--- config.mk ---
export PLATFORM = sky130hd
export DESIGN_NAME = idma_cmd_arbiter
export DESIGN_NICKNAME = d
export VERILOG_FILES = /design/src/rtl/e1000_pkg.sv /design/src/rtl/idma_tag_fifo.sv /design/src/rtl/idma_cmd_arbiter.sv
export SDC_FILE = /design/constraint.sdc
export NUM_CORES = 1
export LEC_CHECK = 0
export BUFFER_PORTS_ARGS = -buffer_cell sky130_fd_sc_hd__buf_4
export CAP_MARGIN = 0
export CORE_AREA = 4 4 192 194
export CTS_CLUSTER_SIZE = 30
export DETAILED_ROUTE_END_ITERATION = 8
export DIE_AREA = 0 0 196 198
export PLACE_DENSITY_LB_ADDON = 0.12
export SKIP_LAST_GASP = 1
export SYNTH_ARGS = -nofsm -noshare
export SYNTH_HDL_FRONTEND = slang
export SYNTH_HIERARCHICAL = 1
export SYNTH_SLANG_ARGS = --single-unit
export TNS_END_PERCENT = 100
--- constraint.sdc ---
create_clock -name aclk -period 5.35 [get_ports aclk]
set_clock_uncertainty 0.15 [all_clocks]
set_input_delay 0.8025 -clock aclk [delete_from_list [all_inputs] [get_ports aclk]]
set_output_delay 0.8025 -clock aclk [all_outputs]
set_load 0.02 [all_outputs]
--- src/rtl/e1000_pkg.sv ---
// Shared definitions for the e1000 engines and their iDMA front end.
//   clogb2      : ceil(log2(value)), never less than 1, for sizing index and count fields.
//   IDMA_*_W    : widths of the iDMA command / completion fields.
//   arb_state_e : issue FSM states of idma_cmd_arbiter.
package e1000_pkg;

  localparam int unsigned IDMA_SRC_W = 64;
  localparam int unsigned IDMA_DST_W = 16;
  localparam int unsigned IDMA_LEN_W = 16;

  typedef enum logic {
    StIdle,
    StIssue
  } arb_state_e;

  function automatic int unsigned clogb2(input int unsigned value);
    int unsigned res;
    res = 1;
    for (int unsigned i = 1; i < 32; i++) begin
      if ((32'd1 << i) < value) begin
        res = i + 1;
      end
    end
    return res;
  endfunction

endpackage

--- src/rtl/idma_tag_fifo.sv ---
// In-order tag FIFO recording which requester issued each outstanding iDMA command.
// Ports:
//   aclk, areset  : clock, synchronous active-high reset (empties the FIFO)
//   push, din     : write din at the tail (ignored when full)
//   pop           : drop the head entry (ignored when empty)
//   head          : entry at the head of the FIFO
//   cnt           : occupancy, 0..DEPTH
//   full, empty   : occupancy flags
// DEPTH must be a power of two (at least 2) so the pointers wrap by plain overflow.
module idma_tag_fifo
  import e1000_pkg::*;
#(
  parameter int unsigned DEPTH = 4,
  parameter int unsigned WIDTH = 1,
  localparam int unsigned AW   = clogb2(DEPTH),
  localparam int unsigned CW   = AW + 1
) (
  input  logic             aclk,
  input  logic             areset,
  input  logic             push,
  input  logic             pop,
  input  logic [WIDTH-1:0] din,
  output logic [WIDTH-1:0] head,
  output logic [CW-1:0]    cnt,
  output logic             full,
  output logic             empty
);

  logic [WIDTH-1:0] mem_q [DEPTH];
  logic [AW-1:0]    wptr_q, rptr_q;
  logic [CW-1:0]    cnt_q;
  logic             push_ok, pop_ok;

  assign full    = (cnt_q == CW'(DEPTH));
  assign empty   = (cnt_q == '0);
  assign push_ok = push && !full;
  assign pop_ok  = pop && !empty;

  always_ff @(posedge aclk) begin
    if (areset) begin
      wptr_q <= '0;
      rptr_q <= '0;
      cnt_q  <= '0;
    end else begin
      if (push_ok) begin
        wptr_q <= wptr_q + AW'(1);
      end
      if (pop_ok) begin
        rptr_q <= rptr_q + AW'(1);
      end
      if (push_ok && !pop_ok) begin
        cnt_q <= cnt_q + CW'(1);
      end else if (pop_ok && !push_ok) begin
        cnt_q <= cnt_q - CW'(1);
      end
    end
  end

  // Storage needs no reset: an entry is only read after it has been written.
  always_ff @(posedge aclk) begin
    if (push_ok) begin
      mem_q[wptr_q] <= din;
    end
  end

  assign head = mem_q[rptr_q];
  assign cnt  = cnt_q;

endmodule

--- src/rtl/idma_cmd_arbiter.sv ---
// Shares one iDMA command/response port between NUM_REQ requesters. Commands are granted
// (round-robin by default) and issued one at a time; the requester index of every issued
// command goes into an in-order tag FIFO so each completion is routed back to its issuer.
// Ports (requester k occupies slice k of every packed per-requester vector):
//   aclk, areset        : clock, synchronous active-high reset
//   req_*, req_valid    : per-requester command payload and valid
//   req_ready           : grant, one-hot or zero, combinational in the grant cycle
//   idma_*, idma_valid  : registered command towards iDMA, held until idma_ready
//   irpt_*, irpt_valid  : completion from iDMA; irpt_ready accepts it
//   rsp_*               : completion fields broadcast to all requesters
//   rsp_valid           : completion valid, routed to the head-of-FIFO requester
//   rsp_ready           : per-requester completion ready
//   busy                : a command is being issued or any command is outstanding
//   err_orphan          : sticky, a completion arrived with nothing outstanding
// Build option: define IDMA_ARB_FIXED_PRIO_EN for fixed priority (lowest index wins).
module idma_cmd_arbiter
  import e1000_pkg::*;
#(
  parameter int unsigned NUM_REQ     = 2,
  parameter int unsigned OUTSTANDING = 4
) (
  input  logic                          aclk,
  input  logic                          areset,
  input  logic [IDMA_SRC_W*NUM_REQ-1:0] req_src_addr,
  input  logic [IDMA_DST_W*NUM_REQ-1:0] req_dst_addr,
  input  logic [IDMA_LEN_W*NUM_REQ-1:0] req_bytes,
  input  logic [NUM_REQ-1:0]            req_valid,
  output logic [NUM_REQ-1:0]            req_ready,
  output logic [IDMA_SRC_W-1:0]         idma_src_addr,
  output logic [IDMA_DST_W-1:0]         idma_dst_addr,
  output logic [IDMA_LEN_W-1:0]         idma_bytes,
  output logic                          idma_valid,
  input  logic                          idma_ready,
  input  logic [IDMA_SRC_W-1:0]         irpt_src_addr,
  input  logic [IDMA_DST_W-1:0]         irpt_dst_addr,
  input  logic [IDMA_LEN_W-1:0]         irpt_bytes,
  input  logic                          irpt_valid,
  output logic                          irpt_ready,
  output logic [IDMA_SRC_W-1:0]         rsp_src_addr,
  output logic [IDMA_DST_W-1:0]         rsp_dst_addr,
  output logic [IDMA_LEN_W-1:0]         rsp_bytes,
  output logic [NUM_REQ-1:0]            rsp_valid,
  input  logic [NUM_REQ-1:0]            rsp_ready,
  output logic                          busy,
  output logic                          err_orphan
);

  localparam int unsigned IdxW = clogb2(NUM_REQ);
  localparam int unsigned CntW = clogb2(OUTSTANDING) + 1;

  arb_state_e            state_q, state_d;
  logic [IdxW-1:0]       gnt_idx_q;
  logic [IdxW-1:0]       winner, cand;
  logic                  found, grant, push, pop;
  logic [IDMA_SRC_W-1:0] src_q, sel_src;
  logic [IDMA_DST_W-1:0] dst_q, sel_dst;
  logic [IDMA_LEN_W-1:0] len_q, sel_len;
  logic                  err_orphan_q;
  logic [IdxW-1:0]       tag_head;
  logic [CntW-1:0]       tag_cnt;
  logic                  tag_full, tag_empty;

`ifndef IDMA_ARB_FIXED_PRIO_EN
  logic [IdxW-1:0]       last_q;
`endif

  // Winner selection among the currently valid requesters.
  always_comb begin
    winner = '0;
    found  = 1'b0;
    cand   = '0;
`ifdef IDMA_ARB_FIXED_PRIO_EN
    for (int unsigned k = 0; k < NUM_REQ; k++) begin
      cand = IdxW'(k);
      if (!found && req_valid[cand]) begin
        found  = 1'b1;
        winner = cand;
      end
    end
`else
    // Search starts just after the last winner and wraps, so the last winner is tried last.
    for (int unsigned k = 1; k <= NUM_REQ; k++) begin
      cand = IdxW'((32'(last_q) + k) % NUM_REQ);
      if (!found && req_valid[cand]) begin
        found  = 1'b1;
        winner = cand;
      end
    end
`endif
  end

  // Payload of the winning requester.
  always_comb begin
    sel_src = '0;
    sel_dst = '0;
    sel_len = '0;
    for (int unsigned k = 0; k < NUM_REQ; k++) begin
      if (winner == IdxW'(k)) begin
        sel_src = req_src_addr[k*IDMA_SRC_W +: IDMA_SRC_W];
        sel_dst = req_dst_addr[k*IDMA_DST_W +: IDMA_DST_W];
        sel_len = req_bytes[k*IDMA_LEN_W +: IDMA_LEN_W];
      end
    end
  end

  // Issue FSM: next state and handshake outputs.
  always_comb begin
    state_d    = state_q;
    req_ready  = '0;
    idma_valid = 1'b0;
    grant      = 1'b0;
    push       = 1'b0;
    unique case (state_q)
      StIdle: begin
        // Full FIFO means OUTSTANDING commands are in flight; hold off new grants.
        if (found && !tag_full) begin
          grant             = 1'b1;
          req_ready[winner] = 1'b1;
          state_d           = StIssue;
        end
      end
      StIssue: begin
        idma_valid = 1'b1;
        if (idma_ready) begin
          push    = 1'b1;
          state_d = StIdle;
        end
      end
      default: state_d = StIdle;
    endcase
  end

  always_ff @(posedge aclk) begin
    if (areset) begin
      state_q <= StIdle;
    end else begin
      state_q <= state_d;
    end
  end

  always_ff @(posedge aclk) begin
    if (areset) begin
      src_q     <= '0;
      dst_q     <= '0;
      len_q     <= '0;
      gnt_idx_q <= '0;
`ifndef IDMA_ARB_FIXED_PRIO_EN
      last_q    <= IdxW'(NUM_REQ - 1);
`endif
    end else if (grant) begin
      src_q     <= sel_src;
      dst_q     <= sel_dst;
      len_q     <= sel_len;
      gnt_idx_q <= winner;
`ifndef IDMA_ARB_FIXED_PRIO_EN
      last_q    <= winner;
`endif
    end
  end

  assign idma_src_addr = src_q;
  assign idma_dst_addr = dst_q;
  assign idma_bytes    = len_q;

  idma_tag_fifo #(
    .DEPTH (OUTSTANDING),
    .WIDTH (IdxW)
  ) u_tag_fifo (
    .aclk   (aclk),
    .areset (areset),
    .push   (push),
    .pop    (pop),
    .din    (gnt_idx_q),
    .head   (tag_head),
    .cnt    (tag_cnt),
    .full   (tag_full),
    .empty  (tag_empty)
  );

  // Completion routing is purely combinational: the head tag picks the destination.
  always_comb begin
    rsp_valid  = '0;
    irpt_ready = 1'b0;
    if (!tag_empty) begin
      rsp_valid[tag_head] = irpt_valid;
      irpt_ready          = rsp_ready[tag_head];
    end
  end

  assign pop          = irpt_valid && irpt_ready;
  assign rsp_src_addr = irpt_src_addr;
  assign rsp_dst_addr = irpt_dst_addr;
  assign rsp_bytes    = irpt_bytes;

  always_ff @(posedge aclk) begin
    if (areset) begin
      err_orphan_q <= 1'b0;
    end else if (irpt_valid && tag_empty) begin
      err_orphan_q <= 1'b1;
    end
  end

  assign err_orphan = err_orphan_q;
  assign busy       = (state_q == StIssue) || (tag_cnt != '0);

endmodule

# Word-level counts from Yosys, hierarchy flattened
# Memories as Yosys holds them, arrays and structs flattened. A register that Yosys moved wholly into a read port is not among the register bits.
# Cells that the tools add are included.
# Widths: inputs -> output; s select.
# word_totals
word_cells	79
ram_bits	4
input_bits	296
n_memories	1
ff_bits	107
output_inout_bits	200
# classes
n_eq_ne	1
addsub	6
n_reduce_logical	19
muxes	34
n_lt_le_gt_ge	6
bitwise	2
# memory_table
memory	words	word_bits	read_ports	rd_ports_with_merged_regs	write_ports	line	source
u_tag_fifo.mem_q	4	1	1	1	1	idma_tag_fifo.sv:29	logic [WIDTH-1:0] mem_q [DEPTH];
# op_table
operator	count
$mux 64	1
$mux 16	2
$mux 1	21
$logic_and 1x1->1	10
$mux 2	5
$lt 1x2->1 const B	4
$mux 3	2
$logic_not 1->1	5
$add 2x1->2 const B	2
$add 3x1->3 const B	1
$eq 3x3->1 const B	1
$logic_not 3->1	1
$reduce_bool 3->1	1
$sub 3x1->3 const B	1
$add 1x1->1 const B	2
$and 2x2->2	1
$demux 1 s1	2
$ge 1x1->1 const B	2
$pmux 1 s2	1
$reduce_bool 2->1	1
$logic_or 1x1->1	1
$not 1->1	1

# Longest topological paths before layout
# Gate-level depths: netlist (run 1).
# depth
ltp_word	13
ltp_mapped	11
mapped_depth_nobuf	11

# By module
# Netlist (run 1), hierarchy kept.
# modules_own_cells
mod	cells_per_inst	seq_area_each_um2	area_per_inst_um2	n_inst
idma_cmd_arbiter	688	2001.9	5381.4	1
idma_tag_fifo	53	300.3	613.1	1

# Least setup slack after synthesis (run 1)
# No wires, ideal clock.
# synth_path
path_type	input to output
start	input port req_valid[1]
end	output port req_ready[0]
t_arrival_ns	1.875
required_ns	4.398
n_path_buf	4
cell_stages	6
path_slack_ns	2.523
cell_sequence	buf_2 nand2b_1 buf_2 buf_4 clkbuf_1 and3_1
# synth_between
elab_chain_cells	12
word_cells_on_any_way	18
cone_classes	2 x order compare; 12 x mux; 4 x reduce/logical
# synth_rtl
element	line	source
from (decl)	idma_cmd_arbiter.sv:27	input logic [NUM_REQ-1:0] req_valid,
$mux 1 (implied by the code) (2 in series)	idma_cmd_arbiter.sv:84	if (!found && req_valid[cand]) begin
$mux 1	idma_cmd_arbiter.sv:84	
$logic_not 1->1	idma_cmd_arbiter.sv:84	
$logic_and 1x1->1	idma_cmd_arbiter.sv:84	
$mux 1	idma_cmd_arbiter.sv:84	
$lt 1x2->1 (implied by the code) / $ge 1x1->1 (equally long branches)	idma_cmd_arbiter.sv:118	req_ready[winner] = 1'b1;
$logic_and 1x1->1 (implied by the code)	idma_cmd_arbiter.sv:118	
$mux 1 (implied by the code)	idma_cmd_arbiter.sv:118	
$demux 1 s1	idma_cmd_arbiter.sv:118	
$mux 2 *	idma_cmd_arbiter.sv:116	if (found && !tag_full) begin
$mux 2 *	idma_cmd_arbiter.sv:113	unique case (state_q)
to (decl)	idma_cmd_arbiter.sv:28	output logic [NUM_REQ-1:0] req_ready,
# Mark *: on every way between the ends. The rest lies on a longest branch, timed or not. The select of a mux whose other input is x is not followed.

# Final worst setup path (run 1)
# layout_path
start	register u_tag_fifo.cnt_q[0] (netlist: u_tag_fifo/cnt[0])
end	output port req_ready[1]
# layout_between
elab_chain_cells	5
# layout_rtl
element	line	source
from (decl)	idma_tag_fifo.sv:31	logic [CW-1:0] cnt_q;
from (signal assigned)	idma_tag_fifo.sv:52	cnt_q <= cnt_q + CW'(1);
from (signal assigned)	idma_tag_fifo.sv:54	cnt_q <= cnt_q - CW'(1);
$eq 3x3->1	idma_tag_fifo.sv:34	assign full = (cnt_q == CW'(DEPTH));
net tag_full	idma_cmd_arbiter.sv:61	logic tag_full, tag_empty;
$logic_not 1->1	idma_cmd_arbiter.sv:116	
$logic_and 1x1->1	idma_cmd_arbiter.sv:116	
$mux 2	idma_cmd_arbiter.sv:116	
$mux 2	idma_cmd_arbiter.sv:113	
# The timed path passes the listed nets, and every way through them passes these cells.

==> summary.md, run 1 <==
| Metric | Value |
|---|---|
| Status | complete, no violations |
| Clock H-tree levels | 4 |
| Share of cells above drive strength 1 | 39.1% |
| Vias in the first global route | approximately 6.7k |
| Gate power share | about 30% |
| Max Cap Violations | 0 |
| DRC violations left | 0 |
| IO Count | 496 |
| Crit-path slowest cell | buf_4 |
| Final Power | around 0.0031 W |
| Largest area contributor in the netlist | dfxtp_1 |
| Final worst setup slack | 1.87 ns |
| CP delay by family, top | buffers and inverters |
| Post-Syn Area | 5990 um^2 |
| Synthesis Warnings | 6 |
| PortBufs | 303 |
| Bufs on Longest Clock Path | 2 |
| Clock root buffer | clkbuf_16 |
| Final Hold Fails | 0 |
| Post-synth EDFFs | 4 |
| Net Sw Frac | 34.6% |
| Slew HR | 27.2% |
| Count of hold-fix buffers inserted at cts | 0 |
| Die width | 196 um |
| CTS buffer count | 17 |
| Placed Area | 7880 um^2 |
| Clk pin slew, worst setup/hold paths | 0.06 ns |
| Min cycle time layout | 3.48 ns |
| Initial core utilization | 17.0% |
| Hold Crit Start | err_orphan$_SDFFE_PP0P_ |
| CTS sink cnt | 113 |
| First-pass GRT wire length | 42,700 um |
| Clock insertion delay at the later pin of the skew report | 0.43 ns |
| Async set-or-reset flop fraction in the synthesized netlist | 0% |
| # rows | around 70 |
| Post-synthesis sequential area ratio | about two fifths |
| Worst path required time | 4.40 ns |
| Worst flop-to-flop path startpoint | u_tag_fifo/mem_q[3]$_DFFE_PP_ |
| Yosys top cell area share | 36.4% |
| Layout area overhead | 41.6% |
| # diodes | 0 |
| Power per cell area | 369 nW/um^2 |
| Most common cell in the netlist | dfxtp_1 |
| Die height | 198 um |
| Design area | 8490 um^2 |
| Clock power share | 37.9% |
| Final setup fails | 0 |
| Sequential Power Share | 32.5% |
| Initial antenna violation count | 0 |
| Ys flop type | dfxtp_1 |
| TritonCTS clock tree | done |
| CTS resizes | 0 |
| Worst Hold Depth | 2 |
| Largest net degree at the start of global routing | 98 |
| Syn Inst Count | 741 |
| Data arrival time of the critical path | around 2.5 ns |
| Switch Pwr | ~0.0011 W |
| Setup TNS | 0 ns |
| Reg2reg setup slack | 2.42 ns |
| DR WL/cell | between 20 and 25 um |
| Net count reported at finish | 1,194 |
| Via Count | 6,496 |
| GR Util All Layers | 14.4% |
| DRT Wirelength | 29,300 um |
| Crit Path Category | reg -> out |
| Final period utilization | 65.1% |
| Reg2Reg Depth | 11 |
| Final HPWL DP | just under 20,000 um |
| Net Count, Synth | 1,043 |
| Pre-antenna DRT Iters | 5 |
| Internal | 0.00205 W |
| Critical path peak fanout | 50 |
| Avg Inst Size Synth | 8.09 um^2 |
| Worst path max stage delay | 0.58 ns |
| Die ar. | 38,800 um^2 |
| CP endpoint kind | output pin |
| HP Class | reg -> reg |
| Iteration-0 DRC Markers | 350 |
| FMAX | between 200 and 300 MHz |
| RSZ-0062 raised after global routing | no |
| Setup slack after placement | 2.18 ns |
| Synth area leaders | dfxtp_1 (36%), buf_4 (12%), a31oi_1 (10%) |
| Crit path top cell by count | buf_4 |
| Buffers and inverters on the worst path | 3 |
| Worst vdd ir | 0.223 mV |
| Static Leak | approximately 3.4 nW |
| Routability cong. | 0.719 |
| Worst hold endpoint | err_orphan$_SDFFE_PP0P_ |
| #FFs+latches synth | about 110 |
| Netlist cell types | 34 |
| Critical path launch point type | flop |
| Post-CTS Setup Inserts | 0 |
| Fin util | 24.1% |
| Post-route ant nets | 0 |
| Synth cell count leaders | dfxtp_1 (109), buf_4 (99), nand3_1 (97), a31oi_1 (96), nand4_1 (96) |
| Reg2Reg Capture Point | u_tag_fifo/cnt[2]$_SDFFE_PP0P_ |
| Vias/cell | 4.76 |
| Max Slew Vio Count | 0 |
| Floorplan Core Area | about 35,000 um^2 |
| Critical path, cell by cell | nor3b_2 > nor2_4 > buf_4 > nand3_1 > inv_1 > buf_4 |
| Remaining global-route overflow | 0 |
| Measured slew at the worst slew-check pin | 1.09 ns |
-- metrics by stage --
stage | hold WS, ns | std cells
after detailed placement | 0.312 | 1334
after global routing | 0.353 | 1366
after CTS | 0.324 | 1366
final | 0.322 | 1366
after floorplan | 0.300 | 741
after global placement | 0.308 | 1334
-- flip-flops by register name, indices dropped and copies added, names as in the netlist, named ones only --
| signal | count |
|---|---|
| idma_src_addr | 64 |
| idma_bytes | 16 |
| idma_dst_addr | 16 |
| u_tag_fifo/mem_q | 4 |
| u_tag_fifo/cnt | 3 |
| u_tag_fifo/rptr_q | 2 |
| u_tag_fifo/wptr_q | 2 |
| err_orphan | 1 |
| gnt_idx_q | 1 |
| last_q | 1 |
| state_q | 1 |
-- cells in the final DEF, fill, tap and decap left out, types with 6 or more instances in the layout --
cell | synthesis | routed
nand4_1 | 96 | 96
a31oi_1 | 96 | 96
and2_1 | 6 | 6
o21ai_0 | 95 | 95
buf_4 | 99 | 313
nor2_1 | 7 | 7
nand3_1 | 97 | 97
dfxtp_1 | 109 | 109
clkbuf_16 | 0 | 17
-- cell type report --
class / instances / area (um^2)
repair buffers: 313 / 2350
inverters: 5 / 18.8
well taps: 461 / 577
clock buffers: 23 / 498
fillers: 3923 / 26700
flip-flops and latches: 113 / 2300
clock inverters: 9 / 104
multi-input cells: 442 / 2640
-- layer usage --
metal | routed length [um] | GRT usage [%] | up-vias
met4 | 956 | 6.41 | 0
met2 | 13500 | 22.7 | 341
li1 | - | - | 2983
met3 | 2680 | 5.33 | 56
met1 | 12100 | 17.6 | 3116
met5 | 0 | 0 | -
-- how the worst max path moves through the flow --
| stage | startpoint | endpoint | slack, ns | cells after the start |
|---|---|---|---|---|
| finish | u_tag_fifo/cnt[0]$_SDFFE_PP0P_ | req_ready[1] | 1.87 | 6 |
| global route | u_tag_fifo/cnt[0]$_SDFFE_PP0P_ | req_ready[1] | 1.61 | 6 |
| CTS | u_tag_fifo/cnt[0]$_SDFFE_PP0P_ | req_ready[1] | 1.80 | 6 |
| detailed placement | req_valid[1] | req_ready[0] | 2.18 | 4 |
| global placement | req_valid[1] | req_ready[0] | 2.17 | 4 |
| floorplan | req_valid[1] | req_ready[0] | 2.52 | 6 |
-- logic make-up after synthesis --
logic type	after synthesis	share of synthesized area, %
and+or+nand+nor	224	21.3
AOI/OAI and AO/OA	204	19.3
buffers and inverters	186	18.2
DFF	113	38.4
adders and majority gates	6	1.38
xor gates and xnor gates	4	0.584
muxes	4	0.877
-- power groups by stage --
stage	registers [W]	logic, W	clock network (W)
after floorplan	0.00114	0.000493	0
after global placement	0.00104	0.000951	0
after detailed placement	0.00104	0.000941	0
after CTS	0.00102	0.000943	0.00124
after global routing	0.00103	0.00101	0.00126
final	0.00102	0.000926	0.00119
-- tightest hold or removal path, stage by stage (launching register included) --
cell     delay (ns)
dfxtp_1        0.33
a21oi_1        0.04
nor2_1         0.07
(Power assumes the default switching activity.)
==> inputs of run 2 (changes only) <==
- ABC_AREA: default -> 1
- CORE_AREA: 4 4 192 194 -> 4 4 190 192
- DIE_AREA: 0 0 196 198 -> 0 0 194 196
- clock period: 5.35 -> 3.65 ns (I/O delays scaled with it)
==> summary.md, run 2 <==
| Metric | Value |
|---|---|
| Final HPWL DP | 18,200 um |
| CTS sink cnt | roughly 110 |
| First-pass GRT wire length | 38,500 um |
| RSZ-0062 raised after global routing | no |
| Critical path launch point type | flop |
| Avg Inst Size Synth | 6.66 um^2 |
| Slew HR | between 40 and 50% |
| Fin util | 25.5% |
| Ys flop type | dfxtp_1 |
| FMAX | 354 MHz |
| Complex-gate fraction of the synthesized area | 9.26% |
| Initial core utilization | 18.3% |
| DRT Wirelength | roughly 25,000 um |
| Hold_ws | 0.248 ns |
| Post-synth EDFFs | 4 |
| Synth Area in Simple Gates | approximately a third |
| Routability cong. | roughly 0.76 |
| Worst path required time | 2.95 ns |
| Initial antenna violation count | 1 |
| Die width | 194 um |
| Iteration-0 DRC Markers | 203 |
| Share of cells above drive strength 1 | 31.3% |
| Netlist cell types | 25 |
| Syn Inst Count | 947 |
| Synth area leaders | dfxtp_1 (35%), nand2_1 (24%), buf_4 (14%) |
| Largest net degree at the start of global routing | 69 |
| Post-CTS Setup Inserts | 0 |
| Die ar. | 38,000 um^2 |
| # rows | 68 |
| Clock H-tree levels | 4 |
| DRC violations left | 0 |
| Net count reported at finish | around 1.4k |
| Count of hold-fix buffers inserted at cts | 0 |
| Static Leak | 4.29 nW |
| Remaining global-route overflow | 0 |
| Setup TNS | 0 ns |
| Max reg flops | 64 |
| Max Cap Violations | 0 |
| # diodes | 0 |
| Synth cell count leaders | nand2_1 (402), buf_4 (114), dfxtp_1 (109), a21oi_1 (107), nand3_1 (99) |
| Power per cell area | approximately 520 nW/um^2 |
| Via Count | 6,435 |
| Die height | around 200 um |
| Combinational family with the most area after synthesis | simple AND/OR/NAND/NOR gates |
| Most frequent cells in the layout | nand2_1 (402), buf_4 (310), dfxtp_1 (109) |
| Net Count, Synth | 1,249 |
| Crit Path Category | reg -> out |
| Post-route ant nets | 0 |
| Most common cell after layout, fill and taps aside | nand2_1 |
| Multiplexer share of the synthesized area | 0% |
| Status | complete, no violations |
| #FFs+latches synth | about 110 |
| DR WL/cell | 16.0 um |
| Async set-or-reset flop fraction in the synthesized netlist | 0% |
| Placed Cells | 1,555 |
| Floorplan Core Area | between 30,000 and 40,000 um^2 |
| Final Hold Fails | 0 |
| HP Class | in -> reg |
| GR Util All Layers | 12.8% |
| Worst vdd ir | 0.289 mV |
| Post-synthesis sequential area ratio | 36.5% |
| Final period utilization | 77.3% |
| Pre-antenna DRT Iters | 4 |
| Vias/cell | slightly above 4 |
| CP endpoint kind | output pin |
| Xor/xnor share of the synthesized area | 0% |
| Non-filler cells, final | 1,587 |
| Min cycle time layout | between 2 and 3 ns |
| Layout area overhead | 38.9% |
| Data arrival time of the critical path | 2.13 ns |
| Bufs on Longest Clock Path | 2 |
| Synthesis Warnings | 6 |
| Yosys top cell area share | about a third |
| CTS buffer count | 17 |
| IO Count | 496 |
| Final setup fails | 0 |
| Clock root buffer | clkbuf_16 |
| Max Slew Vio Count | 0 |
| Post-Synth Adder-Cell Area | under 10% |
| TritonCTS clock tree | done |
| Clock insertion delay at the later pin of the skew report | 0.41 ns |
| Vias in the first global route | 6,478 |
| PortBufs | 303 |
| Clk pin slew, worst setup/hold paths | roughly 0.060 ns |
| Post-Syn Area | 6310 um^2 |
| Largest area contributor in the netlist | dfxtp_1 |
| CTS resizes | 0 |
| Most common cell in the netlist | nand2_1 |
| Measured slew at the worst slew-check pin | 0.794 ns |
| Critical path peak fanout | 58 |
[run 2: cell count changes in the layout (fill, tap and decap cells not counted), sizes merged, moves of 4 or more]
cell	delta
clkbuf	-5
nor2	+8
nand2b	-4
o21ai	-94
a21oi	+102
a31oi	-96
and2	-6
xor2	-4
nand4	-95
inv	+26
nand3	+4
nand2	+403
[run 2: per-layer routing]
metal | GRT usage (%) | part of all wire [%] | up-vias
met4 | 4.40 | 2.4 | 2
met2 | 21.1 | 46 | 265
met1 | 14.8 | 41 | 2870
met3 | 5.74 | 9.7 | 41
li1 | - | - | 3257
met5 | 0 | 0.051 | -
[run 2: layout make-up]
class	instances	area, um^2
flip-flops and latches	113	2300
multi-input cells	648	2830
repair buffers	312	2370
fillers	3958	25600
well taps	455	569
clock inverters	14	154
clock buffers	18	439
inverters	27	103
[run 2: cell families (layout without fill, tap and decap cells)]
| kind of cell | count (synthesis) | count (layout) |
|---|---|---|
| AO/OA/AOI/OAI | 115 | 115 |
| adder cells (fa/ha/maj) | 6 | 6 |
| buffers and inverters | 186 | 371 |
| flip-flops | 113 | 113 |
| AND/OR/NAND/NOR | 527 | 527 |
[run 2: final timing paths]
check                                               startpoint                              to  slack (ns)  depth (start not counted)
worst max-delay path            u_tag_fifo/cnt[0]$_SDFFE_PP0P_                    req_ready[0]        0.83                          8
worst min-delay path                                irpt_valid         err_orphan$_SDFFE_PP0P_        0.25                          3
worst max register to register                            flop  u_tag_fifo/cnt[1]$_SDFFE_PP0P_        1.06                         14
worst min register to register  idma_src_addr[32]$_SDFFE_PP0P_  idma_src_addr[32]$_SDFFE_PP0P_        0.31                          2
[run 2: per-stage QoR]
step	area (um^2)	worst slack [ns]	power [W]
2_1_floorplan	6310	1.37	0.00243
3_3_place_gp	8170	1.05	0.00286
3_5_place_dp	8170	1.04	0.00286
4_1_cts	8760	0.732	0.00464
5_1_grt	8760	0.625	0.00482
6_report	8760	0.827	0.00452
[run 2: worst max-delay path: stages (launching register included)]
cell	delay, ns
dfxtp_1	0.43
inv_2	0.10
nand3_4	0.09
inv_1	0.05
nor2_1	0.24
o21ai_4	0.10
buf_4	0.35
nor2_1	0.17
buf_4	0.18
[run 2: where the power goes]
part	internal (W)	total [W]	switching, W
Sequential	0.00139	0.00148	0.0000876
Clock	0.00103	0.00173	0.000694
Combinational	0.000518	0.00131	0.000794
==> inputs of run 3 (changes only) <==
- clock period: 3.65 -> 2.6 ns (I/O delays scaled with it)
==> summary.md, run 3 (synthesis results as in run 2) <==
| Metric | Value |
|---|---|
| Status | complete, no violations |
| Max reg flops | between 60 and 70 |
| PortBufs | between 300 and 400 |
| Count of hold-fix buffers inserted at cts | 0 |
| Final Hold Fails | 0 |
| DR WL/cell | 15.8 um |
| Net Sw Frac | 33.2% |
| Clock H-tree levels | 4 |
| Critical path, cell by cell | nor2_1 > nor2_1 > o21ai_0 > o21ai_1 > inv_2 > o21bai_1 > a211oi_2 > nand2_1 > ha_1 > inv_1 > fa_1 > o21ai_0 > a21oi_1 |
| Clk pin slew, worst setup/hold paths | 0.06 ns |
| Worst path required time | between 2 and 3 ns |
| Clock root buffer | clkbuf_16 |
| Internal | 0.00430 W |
| CP endpoint kind | flop |
| Floorplan Core Area | 34,400 um^2 |
| Power per cell area | between 700 and 800 nW/um^2 |
| Initial core utilization | a little under a fifth |
| DRC violations left | 0 |
| Die ar. | roughly 38,000 um^2 |
| # diodes | 0 |
| Max Slew Vio Count | 0 |
| Measured slew at the worst slew-check pin | between 0.6 and 0.7 ns |
| Most common cell after layout, fill and taps aside | nand2_1 |
| Switch Pwr | 0.00214 W |
| Net count reported at finish | 1,426 |
| Reg2reg setup slack | 0.18 ns |
| Post-route ant nets | 0 |
| Final period utilization | 93.2% |
| Vias/cell | 4.02 |
| CTS buffer count | 17 |
| Max Cap Violations | 0 |
| RSZ-0062 raised after global routing | yes |
| Share of cells above drive strength 1 | 31.9% |
| Layout area overhead | 41.0% |
| HP Class | in -> reg |
| Die width | 194 um |
| Remaining global-route overflow | 0 |
| Final HPWL DP | 18,000 um |
| Worst path max stage delay | 0.41 ns |
| Vias in the first global route | 6,576 |
| Gate power share | 29.5% |
| Die height | slightly below 200 um |
| Crit Path Category | reg -> reg |
| CP delay by family, top | compound AO/OA/AOI/OAI gates |
| Sequential Power Share | 32.1% |
| Min cycle time layout | 2.42 ns |
| Largest net degree at the start of global routing | 93 |
| Hold_ws | 0.0642 ns |
| Buffers and inverters on the worst path | 2 |
| Crit-path slowest cell | fa_1 |
| First-pass GRT wire length | between 30,000 and 40,000 um |
| TritonCTS clock tree | done |
| Final setup fails | 0 |
| Clock insertion delay at the later pin of the skew report | 0.41 ns |
| Most frequent cells in the layout | nand2_1 (402), buf_4 (311), a21oi_1 (107), dfxtp_1 (107), nand3_1 (99) |
| Fillers | 3,934 |
| Initial antenna violation count | 0 |
| Critical path peak fanout | 4 |
| Data arrival time of the critical path | about 2.6 ns |
| Static Leak | 4.35 nW |
| Iteration-0 DRC Markers | 184 |
| DRT Wirelength | 25,100 um |
| Via Count | 6,403 |
| Setup TNS | 0 ns |
| Clock power share | 38.3% |
| Routability cong. | 0.743 |
| Critical path launch point type | flop |
| Slew HR | a little over half |
| IO Count | between 400 and 500 |
| # rows | 68 |
| Bufs on Longest Clock Path | 2 |
| FMAX | 413 MHz |
| GR Util All Layers | 12.8% |
| Worst vdd ir | 0.409 mV |
| CTS sink cnt | 113 |
| Pre-antenna DRT Iters | 4 |
[run 3: changes by cell type in the layout (fill, tap and decap cells not counted), sizes merged]
| cell | change |
|---|---|
| buf | +5 |
| clkinvlp | +1 |
| clkbuf | +2 |
| inv | -5 |
| bufinv | +1 |
| clkinv | +1 |
[run 3: per-layer routing]
layer / track usage [%] / vias up / share of wire [%]
met5: 0 / - / 0
met4: 4.58 / 0 / 2.3
met3: 5.55 / 35 / 9.4
met2: 20.6 / 261 / 46
met1: 15.2 / 2846 / 43
li1: - / 3261 / -
[run 3: final timing paths]
path | start | end | cells after the start
max reg2reg | u_tag_fifo/mem_q[1]$_DFFE_PP_ | u_tag_fifo/cnt[1]$_SDFFE_PP0P_ | 13
min | irpt_valid | err_orphan$_SDFFE_PP0P_ | 3
min reg2reg | idma_src_addr[43]$_SDFFE_PP0P_ | idma_src_addr[43]$_SDFFE_PP0P_ | 2
max | u_tag_fifo/mem_q[1]$_DFFE_PP_ | u_tag_fifo/cnt[1]$_SDFFE_PP0P_ | 13
[run 3: power groups by stage]
stage	sequential (W)	combinational [W]	clock [W]
6_report	0.00207	0.00190	0.00247
4_1_cts	0.00207	0.00196	0.00258
2_1_floorplan	0.00231	0.00109	0
3_3_place_gp	0.00210	0.00196	0
5_1_grt	0.00210	0.00212	0.00265
3_5_place_dp	0.00211	0.00195	0
[run 3: timing repair]
item                                    in CTS  in global routing
gates resized for setup                      0                  6
endpoints found under the setup margin       0                  4
endpoints found under the hold margin        0                  0
buffers inserted                             0                  1
[run 3: area by class of cell]
| class | instances | area (um^2) | area share [%] |
|---|---|---|---|
| Timing Repair Buffer | 317 | 2450 | 27.6 |
| Sequential cell | 113 | 2300 | 25.9 |
| Clock buffer | 20 | 468 | 5.26 |
| Tap cell | 455 | 569 | 6.40 |
| Multi-Input combinational cell | 648 | 2840 | 31.9 |
| Clock inverter | 12 | 156 | 1.76 |
| Inverter | 27 | 103 | 1.15 |
[run 3: worst register-to-register path, delay by kind of cell, from the launching register on]
| family | cells | cell delay [ns] |
|---|---|---|
| compound gates | 6 | 0.76 |
| fa+ha+maj | 2 | 0.61 |
| buf+inv | 2 | 0.19 |
| flops | 1 | 0.37 |
| simple gates | 3 | 0.24 |
[run 3: stage by stage]
| step | instances | power [W] | worst slack (ns) | utilization [%] | cell area [um^2] |
|---|---|---|---|---|---|
| 3_5_place_dp | 1559 | 0.00406 | 0.0685 | 24.0 | 8250 |
| 3_3_place_gp | 1559 | 0.00406 | 0.102 | 24.0 | 8250 |
| 5_1_grt | 1592 | 0.00686 | -0.0418 | 25.9 | 8890 |
| 2_1_floorplan | 947 | 0.00340 | 0.321 | - | 6310 |
| 6_report | 1592 | 0.00644 | 0.176 | 25.9 | 8890 |
| 4_1_cts | 1591 | 0.00661 | 0.0405 | 25.8 | 8870 |
